`config.mk`:
```
export PLATFORM = sky130hd
export DESIGN_NAME = panda_load_store_unit_flat
export DESIGN_NICKNAME = d
export VERILOG_FILES = /design/src/rtl/panda_load_store_unit_if.sv /design/src/rtl/panda_load_store_unit.sv /design/src/flat_wrapper.sv
export SDC_FILE = /design/constraint.sdc
export NUM_CORES = 1
export LEC_CHECK = 0
export ABC_AREA = 1
export CAP_MARGIN = 20
export CELL_PAD_IN_SITES_DETAIL_PLACEMENT = 1
export CELL_PAD_IN_SITES_GLOBAL_PLACEMENT = 1
export CORE_MARGIN = 2
export CORE_UTILIZATION = 40
export DETAILED_ROUTE_END_ITERATION = 6
export GPL_TIMING_DRIVEN = 0
export PLACE_DENSITY = 0.95
export SKIP_CTS_REPAIR_TIMING = 1
export SYNTH_ARGS = -nofsm -noshare
export SYNTH_HDL_FRONTEND = slang
export SYNTH_SLANG_ARGS = --single-unit
```
`constraint.sdc`:
```
create_clock -name clk_i -period 4.55 [get_ports clk_i]
set_input_delay 0.455 -clock clk_i [delete_from_list [all_inputs] [get_ports clk_i]]
set_output_delay 0.455 -clock clk_i [all_outputs]
set_load 0.02 [all_outputs]
```
`src/rtl/panda_load_store_unit_if.sv`:
```
// Word-wide data memory bus with a req/gnt/rvalid handshake and one outstanding transaction.
interface panda_load_store_unit_if;
    logic        req;
    logic        gnt;
    logic        rvalid;
    logic [31:0] addr;
    logic        we;
    logic [3:0]  be;
    logic [31:0] wdata;
    logic [31:0] rdata;

    // The load/store unit issues requests.
    modport master (
        output req,
        output addr,
        output we,
        output be,
        output wdata,
        input  gnt,
        input  rvalid,
        input  rdata
    );

    // The data memory answers them.
    modport slave (
        input  req,
        input  addr,
        input  we,
        input  be,
        input  wdata,
        output gnt,
        output rvalid,
        output rdata
    );
endinterface

```
`src/rtl/panda_load_store_unit.sv`:
```
// Multi-cycle load/store unit: byte/half/word accesses to a word-wide data memory.
// Misaligned half/word accesses become two aligned word transactions. Otherwise they are
// flagged as errors, depending on MisalignedEn.
module panda_load_store_unit #(
    parameter bit MisalignedEn = 1'b1
) (
    input  logic                            clk_i,
    input  logic                            rst_ni,
    input  logic                            req_i,
    input  logic                            we_i,
    input  logic [1:0]                      width_i,
    input  logic                            unsigned_i,
    input  logic [31:0]                     addr_i,
    input  logic [31:0]                     wdata_i,
    output logic                            busy_o,
    output logic                            valid_o,
    output logic                            err_o,
    output logic [31:0]                     rdata_o,
    panda_load_store_unit_if.master         data_if
);

    typedef enum logic [2:0] {
        StIdle,
        StReq1,
        StWait1,
        StReq2,
        StWait2,
        StDone,
        StErr
    } state_e;

    state_e      state_q;
    logic        valid_q;
    logic        err_q;
    logic [31:0] rdata_q;
    logic        data_req_q;
    logic [31:0] data_addr_q;
    logic        data_we_q;
    logic [3:0]  data_be_q;
    logic [31:0] data_wdata_q;

    // Latched request attributes needed after acceptance.
    logic [1:0]  off_q;
    logic [1:0]  width_q;
    logic        uns_q;
    logic        split_q;
    logic [31:0] wdata_q;
    logic [31:0] rd1_q;

    logic [2:0]  size_in;
    logic [3:0]  mask_in;
    logic        split_in;
    logic [3:0]  be1;
    logic [31:0] wdata1;
    logic [3:0]  mask_q;
    logic [2:0]  sh2;
    logic [3:0]  be2;
    logic [31:0] wdata2;
    logic [63:0] pair;
    logic [31:0] shifted;
    logic [31:0] load_ext;

    // Size, lane mask and first-transaction lanes from the incoming request.
    always_comb begin
        size_in = 3'd4;
        mask_in = 4'b1111;
        unique case (width_i)
            2'b00: begin size_in = 3'd1; mask_in = 4'b0001; end
            2'b01: begin size_in = 3'd2; mask_in = 4'b0011; end
            default: begin size_in = 3'd4; mask_in = 4'b1111; end
        endcase
        split_in = (({1'b0, addr_i[1:0]} + size_in) > 3'd4);
        be1      = 4'(mask_in << addr_i[1:0]);
        wdata1   = wdata_i << {addr_i[1:0], 3'b000};
    end

    // Second-transaction lanes from the latched request: the bytes that spilled past the word.
    always_comb begin
        mask_q = 4'b1111;
        unique case (width_q)
            2'b00:   mask_q = 4'b0001;
            2'b01:   mask_q = 4'b0011;
            default: mask_q = 4'b1111;
        endcase
        sh2    = 3'd4 - {1'b0, off_q};
        be2    = mask_q >> sh2;
        wdata2 = wdata_q >> {sh2, 3'b000};
    end

    // Merge the returned word(s), align to bit 0 and extend to 32 bits.
    always_comb begin
        if (state_q == StWait2) begin
            pair = {data_if.rdata, rd1_q};
        end else begin
            pair = {32'h0, data_if.rdata};
        end
        shifted = 32'(pair >> {off_q, 3'b000});
        unique case (width_q)
            2'b00:   load_ext = uns_q ? {24'h0, shifted[7:0]}
                                      : {{24{shifted[7]}}, shifted[7:0]};
            2'b01:   load_ext = uns_q ? {16'h0, shifted[15:0]}
                                      : {{16{shifted[15]}}, shifted[15:0]};
            default: load_ext = shifted;
        endcase
    end

    // Access sequencer with registered bus and completion outputs.
    always_ff @(posedge clk_i or negedge rst_ni) begin
        if (!rst_ni) begin
            state_q      <= StIdle;
            valid_q      <= 1'b0;
            err_q        <= 1'b0;
            rdata_q      <= 32'h0;
            data_req_q   <= 1'b0;
            data_addr_q  <= 32'h0;
            data_we_q    <= 1'b0;
            data_be_q    <= 4'h0;
            data_wdata_q <= 32'h0;
            off_q        <= 2'b00;
            width_q      <= 2'b00;
            uns_q        <= 1'b0;
            split_q      <= 1'b0;
            wdata_q      <= 32'h0;
            rd1_q        <= 32'h0;
        end else begin
            case (state_q)
                StIdle: begin
                    if (req_i) begin
                        off_q   <= addr_i[1:0];
                        width_q <= width_i;
                        uns_q   <= unsigned_i;
                        split_q <= split_in;
                        wdata_q <= wdata_i;
                        if (width_i == 2'b11 || (split_in && !MisalignedEn)) begin
                            state_q <= StErr;
                            valid_q <= 1'b1;
                            err_q   <= 1'b1;
                        end else begin
                            state_q      <= StReq1;
                            data_req_q   <= 1'b1;
                            data_addr_q  <= {addr_i[31:2], 2'b00};
                            data_we_q    <= we_i;
                            data_be_q    <= be1;
                            data_wdata_q <= wdata1;
                        end
                    end
                end
                StReq1: begin
                    if (data_if.gnt) begin
                        data_req_q <= 1'b0;
                        state_q    <= StWait1;
                    end
                end
                StWait1: begin
                    if (data_if.rvalid) begin
                        if (split_q) begin
                            rd1_q        <= data_if.rdata;
                            state_q      <= StReq2;
                            data_req_q   <= 1'b1;
                            data_addr_q  <= data_addr_q + 32'd4;
                            data_be_q    <= be2;
                            data_wdata_q <= wdata2;
                        end else begin
                            state_q <= StDone;
                            valid_q <= 1'b1;
                            if (!data_we_q) rdata_q <= load_ext;
                        end
                    end
                end
                StReq2: begin
                    if (data_if.gnt) begin
                        data_req_q <= 1'b0;
                        state_q    <= StWait2;
                    end
                end
                StWait2: begin
                    if (data_if.rvalid) begin
                        state_q <= StDone;
                        valid_q <= 1'b1;
                        if (!data_we_q) rdata_q <= load_ext;
                    end
                end
                StDone: begin
                    valid_q <= 1'b0;
                    state_q <= StIdle;
                end
                StErr: begin
                    valid_q <= 1'b0;
                    err_q   <= 1'b0;
                    state_q <= StIdle;
                end
                default: state_q <= StIdle;
            endcase
        end
    end

    assign busy_o        = (state_q != StIdle);
    assign valid_o       = valid_q;
    assign err_o         = err_q;
    assign rdata_o       = rdata_q;
    assign data_if.req   = data_req_q;
    assign data_if.addr  = data_addr_q;
    assign data_if.we    = data_we_q;
    assign data_if.be    = data_be_q;
    assign data_if.wdata = data_wdata_q;

endmodule

```
`src/flat_wrapper.sv`:
```
// flat-port wrapper written by rule: the top's interface ports become plain ports
module panda_load_store_unit_flat 
#(
    parameter bit MisalignedEn = 1'b1
)
  (clk_i, rst_ni, req_i, we_i, width_i, unsigned_i, addr_i, wdata_i, busy_o, valid_o, err_o, rdata_o, data_if_req, data_if_addr, data_if_we, data_if_be, data_if_wdata, data_if_gnt, data_if_rvalid, data_if_rdata);
  panda_load_store_unit_if data_if_i ();
  input  logic clk_i;
  input  logic rst_ni;
  input  logic req_i;
  input  logic we_i;
  input  logic [1:0] width_i;
  input  logic unsigned_i;
  input  logic [31:0] addr_i;
  input  logic [31:0] wdata_i;
  output logic busy_o;
  output logic valid_o;
  output logic err_o;
  output logic [31:0] rdata_o;
  output wire logic [$bits(data_if_i.req)-1:0] data_if_req;
  output wire logic [$bits(data_if_i.addr)-1:0] data_if_addr;
  output wire logic [$bits(data_if_i.we)-1:0] data_if_we;
  output wire logic [$bits(data_if_i.be)-1:0] data_if_be;
  output wire logic [$bits(data_if_i.wdata)-1:0] data_if_wdata;
  input wire logic [$bits(data_if_i.gnt)-1:0] data_if_gnt;
  input wire logic [$bits(data_if_i.rvalid)-1:0] data_if_rvalid;
  input wire logic [$bits(data_if_i.rdata)-1:0] data_if_rdata;
  assign data_if_req = data_if_i.req;
  assign data_if_addr = data_if_i.addr;
  assign data_if_we = data_if_i.we;
  assign data_if_be = data_if_i.be;
  assign data_if_wdata = data_if_i.wdata;
  assign data_if_i.gnt = data_if_gnt;
  assign data_if_i.rvalid = data_if_rvalid;
  assign data_if_i.rdata = data_if_rdata;
  panda_load_store_unit #(.MisalignedEn(MisalignedEn)) u_core (.clk_i(clk_i), .rst_ni(rst_ni), .req_i(req_i), .we_i(we_i), .width_i(width_i), .unsigned_i(unsigned_i), .addr_i(addr_i), .wdata_i(wdata_i), .busy_o(busy_o), .valid_o(valid_o), .err_o(err_o), .rdata_o(rdata_o), .data_if(data_if_i));
endmodule
```
==> run metrics <==
area growth from synthesis to layout=29.6%; dominant cells by area after synthesis=dfrtp_1, nand2_1, nand3_1; Seq/Total Area, Yosys=41.4%; VDD IR max=0.342 mV; # fillers=3355; DRT Pass-1 Iters=5; CP Class=register to register; core area=26000 um^2; DIE AREA=27700 um^2; Die Span X=167 um; library cells used by synthesis=40; Post-synth top cells=nand2_1, nand3_1, dfrtp_1; Congestion Overflow GR=0; Initial Util=40.7%; Worst-Skew Late Latency=0.46 ns; crit path DAT=3.89 ns; Final period util=78.0%; crit-path max FO=10; Synth Register Bits=175; Nets=1852; pwr dens=779 nW/um^2; average wire per standard cell=22.4 um; GRT Util Overall=33.8%; Final TNS setup=0 ns; flop-to-flop setup slack=1.00 ns; Synth top area share=41.4%; vias in the first global route=13000; status=finished, violations left; Clock Skew=0.0181 ns; failing checks=hold timing; final antenna-violating net count=0; most frequent cell after synthesis=nand2_1; site row count=59; met2 wire len=21900 um; hold crit path type=primary input to asynchronous set/reset pin; Worst-Margin Slew=0.743 ns; total power=10.7 mW; clk buf depth=2; share of cells above drive strength 1=6.84%; Placed Cells=2058; gpl congestion=0.982; r2r endpoint=u_core.data_if.wdata[7]$_DFFE_PN0P_; CTS tree=done; vias=12400; worst reg-to-reg path cell count=11; global-route wire length before repair=73700 um; # Max-Cap Violations=0; main flop type after synthesis=dfrtp_1; Ports=210; CTS buffer count=17; Min Clock Period, post-route=3.55 ns; Die Y-Extent=167 um; Worst-path clk slew=0.09 ns; initial antenna violation count=0; post-synth top area cell=dfrtp_1; largest net degree at the start of global routing=107; Post-synth EDFFs=0; hold_ws=-0.0166 ns; root buffer cell=clkbuf_16; fmax=282 MHz; syn_area_per_cell=6.98 um^2; Slew headroom=50.5%; leakage power=6.20 nW; Async S/R FF share, synth=100%; CTS Sinks=175; Syn Inst Count=1515; setup violators final=0; Syn. warnings=0; Worst setup SP type=register; RR Startpoint=u_core.off_q[0]$_DFFE_PN0P_; Remaining DRCs=0; Critical Path Sink Type=register; Layout Cells excl Fill=2090; vias per cell=5.96; detailed placement HPWL=34900 um; RSZ-0062 raised after global routing=no; CTS H-tree depth=4; port bufs=206; total wire length=46700 um; met3 wire length=3440 um; uppermost layer routed=met4; data required time at the worst endpoint=4.89 ns; Post-Syn Area=10600 um^2; Iteration-0 DRC Markers=1309; n_diodes=0; final hold violations=42; max-slew violations=0; routed length on met1=19100 um
==> through the flow <==
| stage | instance area (um^2) | setup slack [ns] | util (%) | hold WS (ns) |
|---|---|---|---|---|
| floorplan | 10600 | 2.10 | - | 0.159 |
| global placement | 13100 | -4.58 | 50.3 | 0.456 |
| detailed placement | 13100 | 1.10 | 50.4 | 0.464 |
| CTS | 13700 | 1.08 | 52.7 | 0.00558 |
| global route | 13700 | 0.859 | 52.7 | 0.0250 |
| finish | 13700 | 1.00 | 52.7 | -0.0166 |
==> metal layers <==
layer  vias up  GRT usage [%]
li1       5444              -
met1      6129           44.3
met2       703           54.6
met3       171           5.58
met4         0           16.2
met5         -              0
==> area by class of cell <==
cell class | instances | area (um^2) | share of cell area [%]
timing repair buffer | 207 | 2090 | 15.3
tap | 335 | 419 | 3.06
clock inverter | 15 | 190 | 1.39
sequential | 175 | 4380 | 32.0
buffer | 94 | 443 | 3.23
multi-input combinational | 1136 | 5340 | 38.9
inverter | 111 | 417 | 3.04
clock buffer | 17 | 425 | 3.10
==> worst max path at each step <==
stage / cells past startpoint / startpoint / end
2_1_floorplan: 11 / u_core.off_q[0]$_DFFE_PN0P_ / u_core.data_if.wdata[6]$_DFFE_PN0P_
3_3_place_gp: 1 / rst_ni / u_core.data_if.wdata[29]$_DFFE_PN0P_
3_5_place_dp: 11 / u_core.off_q[0]$_DFFE_PN0P_ / u_core.data_if.wdata[7]$_DFFE_PN0P_
4_1_cts: 11 / u_core.off_q[0]$_DFFE_PN0P_ / u_core.data_if.wdata[7]$_DFFE_PN0P_
5_1_grt: 11 / u_core.off_q[0]$_DFFE_PN0P_ / u_core.data_if.wdata[7]$_DFFE_PN0P_
6_report: 11 / u_core.off_q[0]$_DFFE_PN0P_ / u_core.data_if.wdata[7]$_DFFE_PN0P_
==> kinds of logic (layout without fill, tap and decap cells) <==
kind of cell,after synthesis,in the layout,share of synthesized area (%)
other,1,2,0.0355
XOR/XNOR,3,3,0.249
buffers and inverters,205,444,8.13
AND/OR/NAND/NOR,834,834,33.5
AO/OA/AOI/OAI,285,285,15.2
adder cells (fa/ha/maj),5,5,0.663
multiplexers,7,7,0.746
flip-flops,175,175,41.4
==> registers in the layout, summed over array words and instances, names as in the netlist <==
signal                flops
u_core.width_q            2
u_core.data_if.be         4
u_core.split_q            1
u_core.rd1_q             32
u_core.state_q            3
u_core.data_if.addr      30
u_core.data_if.we         1
u_core.uns_q              1
u_core.data_if.req        1
u_core.valid_o            1
u_core.off_q              2
u_core.rdata_o           32
u_core.data_if.wdata     32
u_core.wdata_q           32
u_core.err_o              1
==> where the power goes <==
part | switching (mW) | internal, mW | total, mW
Clock | 0.807 | 0.752 | 1.56
Sequential | 0.638 | 2.32 | 2.95
Combinational | 4.02 | 2.15 | 6.16
Total | 5.46 | 5.21 | 10.7
==> layout by cell type (no fill, tap or decap), types with 8 or more instances in the layout <==
master	count
buf_4	8
clkdlybuf4s50_1	205
o211ai_1	34
or2_2	17
a21oi_1	35
dfrtp_1	175
o21ai_0	152
nand2_1	469
clkbuf_16	17
inv_1	99
clkbuf_1	48
a22oi_1	10
a31oi_1	31
nor3_1	11
nand3_1	176
o21ai_1	8
nor2_1	122
nand4_1	12
buf_2	30
==> critical path, cell delays in order, from the launching register on <==
cell      delay, ns
dfrtp_1        0.43
inv_1          0.10
buf_2          0.24
clkbuf_1       0.47
buf_1          0.48
ha_1           0.34
buf_2          0.20
clkinv_1       0.19
clkbuf_1       0.46
nand3_1        0.22
o211ai_1       0.18
a31oi_1        0.11
No activity file was read; power rests on OpenSTA's default activity.
